**src/rtl/ps2_pkg.sv**
```systemverilog
// Shared types and constants for the PS/2 scan-code receiver.
package ps2_pkg;

  typedef enum logic [1:0] {
    IDLE   = 2'd0,
    DATA   = 2'd1,
    PARITY = 2'd2,
    STOP   = 2'd3
  } ps2_state_t;

  localparam logic [7:0] PS2_BREAK = 8'hF0;
  localparam logic [7:0] PS2_EXT   = 8'hE0;
  localparam logic [7:0] KEY_SPACE = 8'h29;

endpackage

```
**src/rtl/ps2_scan_rx_filter.sv**
```systemverilog
// ps2_line_filter: 2-flop synchroniser plus a stability filter on one raw line.
// The filtered level moves only after FILTER_LEN consecutive disagreeing samples;
// o_fall pulses for one cycle in the cycle the filtered level becomes 0.
module ps2_line_filter #(
  parameter int unsigned FILTER_LEN = 8
) (
  input  logic clk,
  input  logic rst,
  input  logic i_raw,
  output logic o_level,
  output logic o_fall
);

  localparam int unsigned CW = $clog2(FILTER_LEN + 1);
  localparam logic [CW-1:0] CNT_LAST = CW'(FILTER_LEN - 1);

  logic          r_s1;
  logic          r_s2;
  logic          r_level;
  logic          r_fall;
  logic [CW-1:0] r_cnt;

  // Synchronise the asynchronous line; idle-high reset value
  always_ff @(posedge clk) begin
    if (rst) begin
      r_s1 <= 1'b1;
      r_s2 <= 1'b1;
    end else begin
      r_s1 <= i_raw;
      r_s2 <= r_s1;
    end
  end

  // Count consecutive samples that disagree with the filtered level
  always_ff @(posedge clk) begin
    if (rst) begin
      r_level <= 1'b1;
      r_cnt   <= '0;
      r_fall  <= 1'b0;
    end else begin
      r_fall <= 1'b0;
      if (r_s2 != r_level) begin
        if (r_cnt == CNT_LAST) begin
          r_level <= r_s2;
          r_cnt   <= '0;
          r_fall  <= ~r_s2;
        end else begin
          r_cnt <= r_cnt + CW'(1);
        end
      end else begin
        r_cnt <= '0;
      end
    end
  end

  assign o_level = r_level;
  assign o_fall  = r_fall;

endmodule

```
**src/rtl/ps2_scan_rx.sv**
```systemverilog
// PS/2 device-to-host frame receiver feeding the game core.
// Optional feature macro: PS2_BREAK_FILTER_EN (suppress break/extended sequences
// so only make codes produce valid).
module ps2_scan_rx
  import ps2_pkg::*;
#(
  parameter int unsigned FILTER_LEN  = 8,
  parameter int unsigned TIMEOUT_CYC = 50000
) (
  input  logic       clk,
  input  logic       rst,
  input  logic       ps2_clk,
  input  logic       ps2_data,
  output logic [7:0] keyboard,
  output logic       valid,
  output logic       frame_err
);

  localparam int unsigned TMO_W = $clog2(TIMEOUT_CYC + 1);
  localparam logic [TMO_W-1:0] TMO_LIM = TMO_W'(TIMEOUT_CYC);
  localparam logic [TMO_W-1:0] TMO_MAX = '1;

  logic             w_clk_lvl;
  logic             w_clk_fall;
  logic             w_edge;
  logic             r_data_s1;
  logic             r_data_s2;

  ps2_state_t       r_state,     w_state_n;
  logic [2:0]       r_bit_cnt,   w_bit_cnt_n;
  logic [7:0]       r_shift,     w_shift_n;
  logic             r_par,       w_par_n;
  logic [TMO_W-1:0] r_tmo,       w_tmo_n;
  logic [7:0]       r_keyboard,  w_keyboard_n;
  logic             r_valid,     w_valid_n;
  logic             r_frame_err, w_frame_err_n;
`ifdef PS2_BREAK_FILTER_EN
  logic             r_brk,       w_brk_n;
`endif

  ps2_line_filter #(
    .FILTER_LEN (FILTER_LEN)
  ) u_clk_filter (
    .clk     (clk),
    .rst     (rst),
    .i_raw   (ps2_clk),
    .o_level (w_clk_lvl),
    .o_fall  (w_clk_fall)
  );

  // A fall pulse always coincides with a low filtered level
  assign w_edge = w_clk_fall & ~w_clk_lvl;

  // Plain synchroniser for the data line
  always_ff @(posedge clk) begin
    if (rst) begin
      r_data_s1 <= 1'b1;
      r_data_s2 <= 1'b1;
    end else begin
      r_data_s1 <= ps2_data;
      r_data_s2 <= r_data_s1;
    end
  end

  // State and output registers
  always_ff @(posedge clk) begin
    if (rst) begin
      r_state     <= IDLE;
      r_bit_cnt   <= '0;
      r_shift     <= '0;
      r_par       <= 1'b0;
      r_tmo       <= '0;
      r_keyboard  <= '0;
      r_valid     <= 1'b0;
      r_frame_err <= 1'b0;
`ifdef PS2_BREAK_FILTER_EN
      r_brk       <= 1'b0;
`endif
    end else begin
      r_state     <= w_state_n;
      r_bit_cnt   <= w_bit_cnt_n;
      r_shift     <= w_shift_n;
      r_par       <= w_par_n;
      r_tmo       <= w_tmo_n;
      r_keyboard  <= w_keyboard_n;
      r_valid     <= w_valid_n;
      r_frame_err <= w_frame_err_n;
`ifdef PS2_BREAK_FILTER_EN
      r_brk       <= w_brk_n;
`endif
    end
  end

  // Frame decode on filtered falling edges; timeout abandons stalled frames
  always_comb begin
    w_state_n     = r_state;
    w_bit_cnt_n   = r_bit_cnt;
    w_shift_n     = r_shift;
    w_par_n       = r_par;
    w_tmo_n       = r_tmo;
    w_keyboard_n  = r_keyboard;
    w_valid_n     = 1'b0;
    w_frame_err_n = 1'b0;
`ifdef PS2_BREAK_FILTER_EN
    w_brk_n       = r_brk;
`endif
    if (w_edge) begin
      w_tmo_n = '0;
      case (r_state)
        IDLE: begin
          if (!r_data_s2) begin
            w_state_n   = DATA;
            w_bit_cnt_n = '0;
          end
        end
        DATA: begin
          w_shift_n   = {r_data_s2, r_shift[7:1]};
          w_bit_cnt_n = r_bit_cnt + 3'd1;
          if (r_bit_cnt == 3'd7) begin
            w_state_n = PARITY;
          end
        end
        PARITY: begin
          w_par_n   = r_data_s2;
          w_state_n = STOP;
        end
        STOP: begin
          w_state_n = IDLE;
          if (r_data_s2 && ((^r_shift) ^ r_par)) begin
`ifdef PS2_BREAK_FILTER_EN
            if (r_shift == PS2_BREAK) begin
              w_brk_n = 1'b1;
            end else if (r_shift == PS2_EXT) begin
              w_brk_n = r_brk;
            end else if (r_brk) begin
              w_brk_n = 1'b0;
            end else begin
              w_keyboard_n = r_shift;
              w_valid_n    = 1'b1;
            end
`else
            w_keyboard_n = r_shift;
            w_valid_n    = 1'b1;
`endif
          end else begin
            w_frame_err_n = 1'b1;
          end
        end
        default: w_state_n = IDLE;
      endcase
    end else if (r_state != IDLE) begin
      if (r_tmo == TMO_LIM) begin
        w_state_n     = IDLE;
        w_tmo_n       = '0;
        w_frame_err_n = 1'b1;
      end else if (r_tmo != TMO_MAX) begin
        w_tmo_n = r_tmo + TMO_W'(1);
      end
    end else begin
      w_tmo_n = '0;
    end
  end

  assign keyboard  = r_keyboard;
  assign valid     = r_valid;
  assign frame_err = r_frame_err;

endmodule

```
**config.mk**
```make
export PLATFORM = sky130hd
export DESIGN_NAME = ps2_scan_rx
export DESIGN_NICKNAME = d
export VERILOG_FILES = /design/src/rtl/ps2_pkg.sv /design/src/rtl/ps2_scan_rx_filter.sv /design/src/rtl/ps2_scan_rx.sv
export SDC_FILE = /design/constraint.sdc
export NUM_CORES = 1
export LEC_CHECK = 0
export BUFFER_PORTS_ARGS = -buffer_cell sky130_fd_sc_hd__buf_4
export CAP_MARGIN = 20
export CORE_UTILIZATION = 50
export DETAILED_ROUTE_END_ITERATION = 10
export PLACE_DENSITY = 0.71
export SYNTH_ARGS = -nofsm -noshare
export SYNTH_HDL_FRONTEND = slang
export SYNTH_SLANG_ARGS = --single-unit
```
**constraint.sdc**
```tcl
create_clock -name clk -period 2.4 [get_ports clk]
set_input_delay 0 -clock clk [delete_from_list [all_inputs] [get_ports clk]]
set_output_delay 0 -clock clk [all_outputs]
set_load 0.05 [all_outputs]
```
==> metrics, run 1 <==
status complete, but fails checks; failing checks design-rule violations; CTS resizes 0; Root Buffer Master clkbuf_8; CP Launch Type flop; syn nets 267; H-tree levels 2; number of global-route vias before repair 1659; worst reg2reg startpoint r_tmo[7]; ranking of synthesized cells by area dfxtp_1 42%, mux2i_1 8.3%, ha_1 4.7%; Hold Violations, Final 0; Detailed Route Iter0 Violations around 140; routed wire length 4260 um; worst r2r dst r_tmo[1]; Vias/cell 5.66; DRC viols 2; syn_area_per_cell between 9 and 10 sq um; largest net degree at the start of global routing 42; DP HPWL just under 3000 um; Worst Setup Path Type reg -> reg; power share of the clock group 0.405; Setup Buffers After CTS 0; clk slew on worst S/H paths 0.09 ns; Mapped Cells about 250; #FFs+latches synth 50; CTS Buf Count 5; power per cell area 542 mW/mm^2; sequential share of power 0.578; most common cell after layout, fill and taps aside dfxtp_1; setup TNS 0 ns; WL per Instance 13.2 um; Tmin final 1.88 ns; Diodes inserted 0; first-pass GRT wire length 7520 um; gr ovfl total 0; Hold Path Sink r_shift[1]; P_sw 0.289 mW; initial core utilization 0.536; Layout Cells excl Fill approximately 320; CP endpoint kind flop; total clock sinks 50; ys flop type dfxtp_1; Hold Path Stages 2; Logic pwr share 0.017; die width 71.3 um; fin crit share 0.784; Post-Place Cells 312; leakage just under 1 nW; hold crit path type in -> reg; Setup-failing EPs final 0; IO Pins 14; Slew Viols, Final 0; clock network latency to the later pin of the worst-skew pair 0.30 ns; total power 1.44 mW; Layout Nets roughly 280; async set-reset flop share out of synthesis 0; fmax approximately 0.53 GHz; Post-synth EDFFs 0; Worst Path Required 2.58 ns; maximum VDD drop 0.000356 V; CP arrival 2.06 ns; DR pass1 iterations 7; unrepaired setup endpoints after global routing false; Die Y 71.3 um; P_int ~1.2 mW; layout cell share with drive strength beyond 1 0.115; Max-Cap Viols 0; Unique masters post-synth 42; core area 0.00447 sq mm; R2R Setup Slk 0.52 ns; cell taking the most area after synthesis dfxtp_1; CP Max Fanout 11; Slew HR 0.574; IO buf count 13; synth warn 0; Longest Clk Path Bufs 2; worst hold start rst; Sw Share 0.200; initial antenna violation count 0; vias post-DR 1822; Layout area overhead 11.1%; commonest cells after routing, fill and taps aside 50 x dfxtp_1, 21 x nor2_1, 20 x mux2i_1; Slew @ Worst Pin approximately 0.64 ns; die area 0.00508 sq mm; site row count 24; r2r worst-path depth 4; FILL cells between 400 and 500; post-synthesis sequential area ratio 0.417; mapped cell area 0.00240 sq mm; antenna-violating nets left 0; Synth top area share 0.417; GRT Overall Usage 0.186; CTS tree built; Worst Skew 0.00733 ns; gpl congestion between 0.8 and 0.9
## synthesized netlist by cell type, types with 2 or more instances
library cell	n
a211oi_1	3
a21oi_1	12
and3_1	2
clkbuf_1	7
dfxtp_1	50
ha_1	9
inv_1	10
mux2i_1	20
nand2_1	10
nand2b_1	18
nand3_1	13
nand3b_1	2
nand4_1	5
nand4b_1	3
nor2_1	21
nor2b_1	3
nor3_1	5
nor4_1	5
nor4b_1	4
o211ai_1	2
o21ai_0	6
o31ai_1	4
or2_2	7
or3_1	6
xnor2_1	8
xor2_1	3
## routing by layer
| layer | vias up | share of wire | routed length, um | track usage |
|---|---|---|---|---|
| li1 | 936 | - | - | - |
| met1 | 845 | 0.51 | 2160 | 0.261 |
| met2 | 35 | 0.43 | 1840 | 0.284 |
| met3 | 6 | 0.043 | 185 | 0.0394 |
| met4 | 0 | 0.015 | 65 | 0.0667 |
| met5 | - | 0 | 0 | 0 |
## cell type report
class | count | area, sq um | area share
repair buffers | 15 | 118 | 0.0441
flip-flops and latches | 50 | 1000 | 0.375
clock buffers | 6 | 72.6 | 0.0272
clock inverters | 2 | 37.5 | 0.0141
inverters | 10 | 37.5 | 0.0141
well taps | 52 | 65.1 | 0.0244
multi-input cells | 187 | 1340 | 0.501
## power groups by stage
stage	Clock (mW)	Sequential (mW)	Combinational (mW)
after floorplan	0	0.854	0.0156
after global placement	0	0.854	0.0217
after detailed placement	0	0.854	0.0218
after CTS	0.603	0.835	0.0245
after global routing	0.634	0.836	0.0266
final	0.585	0.835	0.0241
## per-stage QoR
stage               hold slack (ns)  setup WS, ns  instance area [sq um]   util
global route                 0.0929         0.313                   2670  0.596
detailed placement            0.187         0.541                   2540  0.567
CTS                          0.0767         0.497                   2670  0.596
finish                       0.0813         0.519                   2670  0.596
floorplan                     0.104         0.752                   2400      -
global placement              0.185         0.540                   2540  0.567
## registers in the layout, summed over array words and instances (netlist names), 2 cells and up
name                count
r_tmo                  16
r_bit_cnt               3
r_state                 2
keyboard                8
r_shift                 8
u_clk_filter.r_cnt      4
## kinds of logic (layout without fill, tap and decap cells)
family | count (synthesis) | count (layout) | synth area share
multiplexers | 21 | 21 | 0.0928
AO/OA/AOI/OAI | 34 | 34 | 0.0907
adder cells (fa/ha/maj) | 9 | 9 | 0.0469
XOR/XNOR | 13 | 13 | 0.0600
flip-flops | 50 | 50 | 0.417
AND/OR/NAND/NOR | 110 | 110 | 0.266
buffers and inverters | 17 | 33 | 0.0266
## how the worst max path moves through the flow
stage	startpoint	endpoint	slack [ns]	cells after the start
2_1_floorplan	r_par	keyboard[0]	0.75	4
3_3_place_gp	r_tmo[7]	r_tmo[1]	0.54	4
3_5_place_dp	r_tmo[7]	r_tmo[1]	0.54	4
4_1_cts	r_tmo[0]	r_tmo[12]	0.50	6
5_1_grt	r_tmo[7]	r_tmo[3]	0.31	4
6_report	r_tmo[7]	r_tmo[1]	0.52	4
## repair_timing
action | CTS | global route
hold buffers | 2 | 0
endpoints found under the setup margin | 0 | 0
endpoints found under the hold margin | 2 | 0
## worst max-delay path: stages, from the launching register on
cell	delay, ns
dfxtp_1	0.40
nand4_1	0.43
nor4_4	0.65
mux2i_1	0.24
nor2_1	0.05
Power figures use the tool's default switching activity.
==> inputs of run 2 (changes only) <==
clock period = 1.8 ns   (was 2.4 ns; I/O delays follow)
==> run 2 against run 1 <==
Compared with the run above: the run still ends with design-rule violations left; final cell count increased by 4.7%; first-iteration DRC count is 1.4% higher; non-clock buffer count grew 15; sequential share of layout area is 1.4 points lower; combinational power up 43%; final area rose by 4.5%; die area stayed put; sequential cell count unchanged; register-to-register slack got worse by 0.42 ns; total power increased by 27%; global-route usage rose by 0.27 points; maximum frequency up 11%.
==> metrics, run 2 (synthesis gave the netlist of run 1 again) <==
status complete, but fails checks; failing checks design-rule violations; sequential share of power 0.605; gpl congestion 0.855; power share of the clock group 0.377; commonest cells after routing, fill and taps aside 46 x dfxtp_1, 27 x buf_4, 21 x nor2_1; Largest stage delay, worst path ~0.45 ns; r2r worst-path depth 5; CTS tree built; placed inst area 0.00265 sq mm; Layout Nets ~300; core area 0.00447 sq mm; hold crit path type in -> reg; unrepaired setup endpoints after global routing true; Vias/cell roughly 5.6; fin crit share 0.944; number of global-route vias before repair 1614; site row count 24; leakage 1.05 nW; clock network latency to the later pin of the worst-skew pair 0.31 ns; IO Pins 14; Slew HR 0.563; CP endpoint kind flop; layout cell share with drive strength beyond 1 0.179; Max stage delay cell, worst path xor3_1; GRT Overall Usage 0.189; CP arrival a little under 2 ns; Slew @ Worst Pin 0.655 ns; fmax 0.589 GHz; first-pass GRT wire length between 7000 and 8000 um; max FFs per register 16; Root Buffer Master clkbuf_8; critical path startpoint r_par; largest net degree at the start of global routing 42; Detailed Route Iter0 Violations 141; DP HPWL 3150 um; die width 71.3 um; power per cell area 660 mW/mm^2; FILL cells 387; die area 0.00508 sq mm; total power 1.84 mW; Setup-failing EPs final 0; setup ws final 0.101 ns; CP Launch Type flop; Max-Cap Viols 0; worst reg2reg startpoint r_par; Longest Clk Path Bufs 2; Worst Path Required 2.03 ns; R2R Setup Slk approximately 0.1 ns; pre-CTS setup slack 0.0612 ns; setup TNS 0 ns; Slew Viols, Final 0; total clock sinks 50; H-tree levels 2; Tmin final 1.70 ns; P_sw 0.396 mW; clk slew on worst S/H paths 0.09 ns; Sw Share 0.215; CP Cell Sequence xor3_1 -> or2_2 -> mux2i_4 -> buf_12 -> mux2i_1; antenna-violating nets left 0; worst hold start rst; Die Y between 70 and 80 um; DR pass1 iterations 7; utilization after layout 0.622; Worst Setup Path Type reg -> reg; CP Max Fanout 9; Hold Path Stages 2; most common cell after layout, fill and taps aside dfxtp_1; DRC viols 2; maximum VDD drop 0.000492 V; Worst Skew ~0.011 ns; P_int ~1.4 mW; Top reg by flops r_tmo; gr ovfl total 0; routed wire length approximately 4500 um; WL per Instance between 10 and 15 um; Layout area overhead 16.1%; vias post-DR 1880; initial antenna violation count 0; Diodes inserted 0; CTS Buf Count 5; IO buf count 13; final instance area 0.00279 sq mm; Hold Violations, Final 0; initial core utilization 0.536; Logic pwr share 0.019
==> run 2: layout make-up <==
type	instances	area [sq um]	share of cell area
well taps	52	65.1	0.0234
clock inverters	2	16.3	0.00584
repair buffers	30	243	0.0872
inverters	10	37.5	0.0135
multi-input cells	187	1340	0.479
clock buffers	6	82.6	0.0296
flip-flops and latches	50	1010	0.361
==> run 2: critical path: cells and delay by family (launching register included) <==
family                    cells  cell delay (ns)
DFF                           1             0.35
xor gates and xnor gates      1             0.45
buffers and inverters         1             0.15
and+or+nand+nor               1             0.32
muxes                         2             0.35
==> run 2: final timing paths <==
| path | endpoint |
|---|---|
| min | r_bit_cnt[2] |
| max reg2reg | keyboard[6] |
| max | keyboard[6] |
| min reg2reg | u_clk_filter.r_s2 |
==> run 2: power groups by stage <==
stage | clock network (mW) | registers, mW | logic, mW
2_1_floorplan | 0 | 1.14 | 0.0208
3_3_place_gp | 0 | 1.14 | 0.0310
3_5_place_dp | 0 | 1.14 | 0.0317
4_1_cts | 0.712 | 1.11 | 0.0351
5_1_grt | 0.756 | 1.11 | 0.0383
6_report | 0.693 | 1.11 | 0.0345
==> run 2: per-stage QoR <==
step                      hold WS [ns]  std cells
final                           0.0681        337
after global routing            0.0804        337
after CTS                       0.0735        335
after detailed placement         0.190        325
after global placement           0.185        325
after floorplan                  0.104        254
==> run 2: timing repair <==
action | in CTS | in global routing
endpoints found under the hold margin | 2 | 0
resized for setup | 0 | 4
buffers inserted | 0 | 2
endpoints found under the setup margin | 0 | 10
hold buffers | 2 | 0
==> run 2: per-layer routing <==
layer,part of all wire,GRT usage,vias to the layer above,wire length [um]
met1,0.50,0.278,858,2270
met2,0.42,0.267,48,1920
met4,0.014,0.0822,0,64
met5,0,0,-,0
met3,0.058,0.0380,7,263
li1,-,-,967,-
==> inputs of run 3 (changes only) <==
SYNTH_HIERARCHICAL = 1   (was unset)
==> run 3 against run 2 <==
Compared with the run above: the run now ends clean; clock skew is 0.0052 ns lower; maximum frequency down 1.1%; register-to-register slack got worse by 0.02 ns; largest power group unchanged; highest routed layer unchanged.
==> metrics, run 3 <==
antenna-violating nets left 0; pre-CTS setup slack -0.0180 ns; leakage 1.18 nW; most common cell after layout, fill and taps aside dfxtp_1; maximum VDD drop 0.000353 V; hold crit path type in -> reg; die width 73.4 um; Longest Clk Path Bufs 2; Die Y 73.4 um; initial antenna violation count 0; Max stage delay cell, worst path xnor3_2; DRC viols 0; max FFs per register 16; most numerous cell in the Yosys netlist dfxtp_1; syn_area_per_cell 9.43 sq um; Routed met1 length 2300 um; top routing layer used met4; routed wire length 4670 um; Worst Path Required around 2 ns; Diodes inserted 0; cell taking the most area after synthesis dfxtp_1; Worst Setup Path Type reg -> reg; met2 wire length 2150 um; #FFs+latches synth 50; H-tree levels 2; setup ws final roughly 0.082 ns; utilization after layout 0.613; Detailed Route Iter0 Violations slightly above 60; largest net degree at the start of global routing 42; status finished, final reports clean; mapped cell area ~0.0025 sq mm; commonest cells after routing, fill and taps aside 49 x dfxtp_1, 28 x buf_4, 22 x mux2i_1; Tmin final ~1.7 ns; Buf/Inv on CP 1; synth warn 6; Layout Nets 309; Slew Viols, Final 0; CP Launch Type flop; CTS Buf Count 5; layout cell share with drive strength beyond 1 0.202; Synth top cells by count 50 x dfxtp_1, 22 x mux2i_1, 18 x nand2b_1; die area 0.00538 sq mm; initial core utilization 0.529; Synth top area share 0.393; number of global-route vias before repair 1794; syn nets 283; Largest stage delay, worst path 0.50 ns; CP Max Fanout 8; GRT Overall Usage 0.187; cell family with the largest share of critical-path delay XOR/XNOR gates; async set-reset flop share out of synthesis 0; Top reg by flops r_tmo; metal3 WL 136 um; clock network latency to the later pin of the worst-skew pair 0.31 ns; CTS tree built; R2R Setup Slk 0.08 ns; IO Pins 14; total clock sinks 50; site row count 25; Slew HR 0.699; Layout area overhead 16.0%; hold_ws 0.0698 ns; fmax a little under 0.6 GHz; clk slew on worst S/H paths about 0.090 ns; DP HPWL 3250 um; Setup-failing EPs final 0; Unique masters post-synth 54; fin crit share 0.954; WL per Instance between 10 and 15 um; Mapped Cells 270; Hold Violations, Final 0; post-synthesis sequential area ratio 0.393; gpl congestion 0.750; first-pass GRT wire length 7880 um; vias post-DR a little under 2000; core area 0.00482 sq mm; ys flop type dfxtp_1; Vias/cell 5.36; CP arrival between 1.5 and 2 ns; power per cell area 642 mW/mm^2; Root Buffer Master clkbuf_8; Slew @ Worst Pin around 0.45 ns; Worst Skew around 0.0058 ns; ranking of synthesized cells by area dfxtp_1 39%, mux2i_1 8.6%, ha_1 4.4%; Post-synth EDFFs 0; CP endpoint kind flop; IO buf count 13; gr ovfl total 0; Max-Cap Viols 0; CP Cell Sequence xor2_1 -> xnor3_2 -> mux2i_4 -> buf_12 -> mux2i_1; total power 1.90 mW; DR pass1 iterations 4
==> run 3: changes by cell type after synthesis, sizes merged, moves of 3 or more <==
cell and change:
clkbuf +4, nand2 +7, nor4 -3, nand3b +4, or4 +3, or3 -3, nand3 -3, xnor2 -6
nor2 -5, a41oi +3
==> run 3: final timing paths <==
path,from,to,cells past startpoint
setup / recovery,r_shift[3],keyboard[4],5
hold / removal,rst,r_shift[0],2
setup reg to reg,r_shift[3],keyboard[4],5
hold reg to reg,u_clk_filter/r_s1,u_clk_filter/r_s2,1
==> run 3: what timing repair did <==
| item | 4_1_cts | 5_1_grt |
|---|---|---|
| gates resized for setup | 0 | 4 |
| hold buffers | 2 | 0 |
| hold endpoints to repair | 2 | 0 |
| setup endpoints to repair | 8 | 16 |
| buffers inserted | 2 | 0 |
==> run 3: kinds of logic after synthesis <==
kind of cell | after synthesis | share of synthesized area
AND/OR/NAND/NOR | 112 | 0.261
XOR/XNOR | 9 | 0.0477
AO/OA/AOI/OAI | 42 | 0.115
multiplexers | 24 | 0.0998
flip-flops | 50 | 0.393
adder cells (fa/ha/maj) | 9 | 0.0442
buffers and inverters | 24 | 0.0388
==> run 3: cell type report <==
| class | instances | area (sq um) |
|---|---|---|
| Clock inverter | 2 | 16.3 |
| Fill cell | 416 | 1860 |
| Timing Repair Buffer | 32 | 270 |
| Tap cell | 67 | 83.8 |
| Inverter | 11 | 41.3 |
| Sequential cell | 50 | 1000 |
| Clock buffer | 6 | 82.6 |
| Multi-Input combinational cell | 196 | 1460 |
==> run 3: stage by stage <==
step | instances | instance area, sq um | setup TNS (ns)
after CTS | 364 | 2940 | 0
after detailed placement | 352 | 2800 | -0.0959
after global routing | 364 | 2950 | -0.136
after floorplan | 270 | 2550 | 0
after global placement | 352 | 2800 | 0
final | 364 | 2950 | 0
==> run 3: layer usage <==
layer,vias up,global-route usage
li1,1023,-
met1,897,0.239
met2,24,0.308
met3,7,0.0425
met4,0,0.0684
met5,-,0
==> run 3: power breakdown <==
| group | leakage [nW] | switching (mW) | internal, mW | total, mW |
|---|---|---|---|---|
| sequential | 0.404 | 0.00556 | 1.11 | 1.12 |
| combinational | 0.725 | 0.0402 | 0.0369 | 0.0771 |
| clock | 0.0478 | 0.384 | 0.317 | 0.701 |
| total | 1.18 | 0.430 | 1.47 | 1.90 |
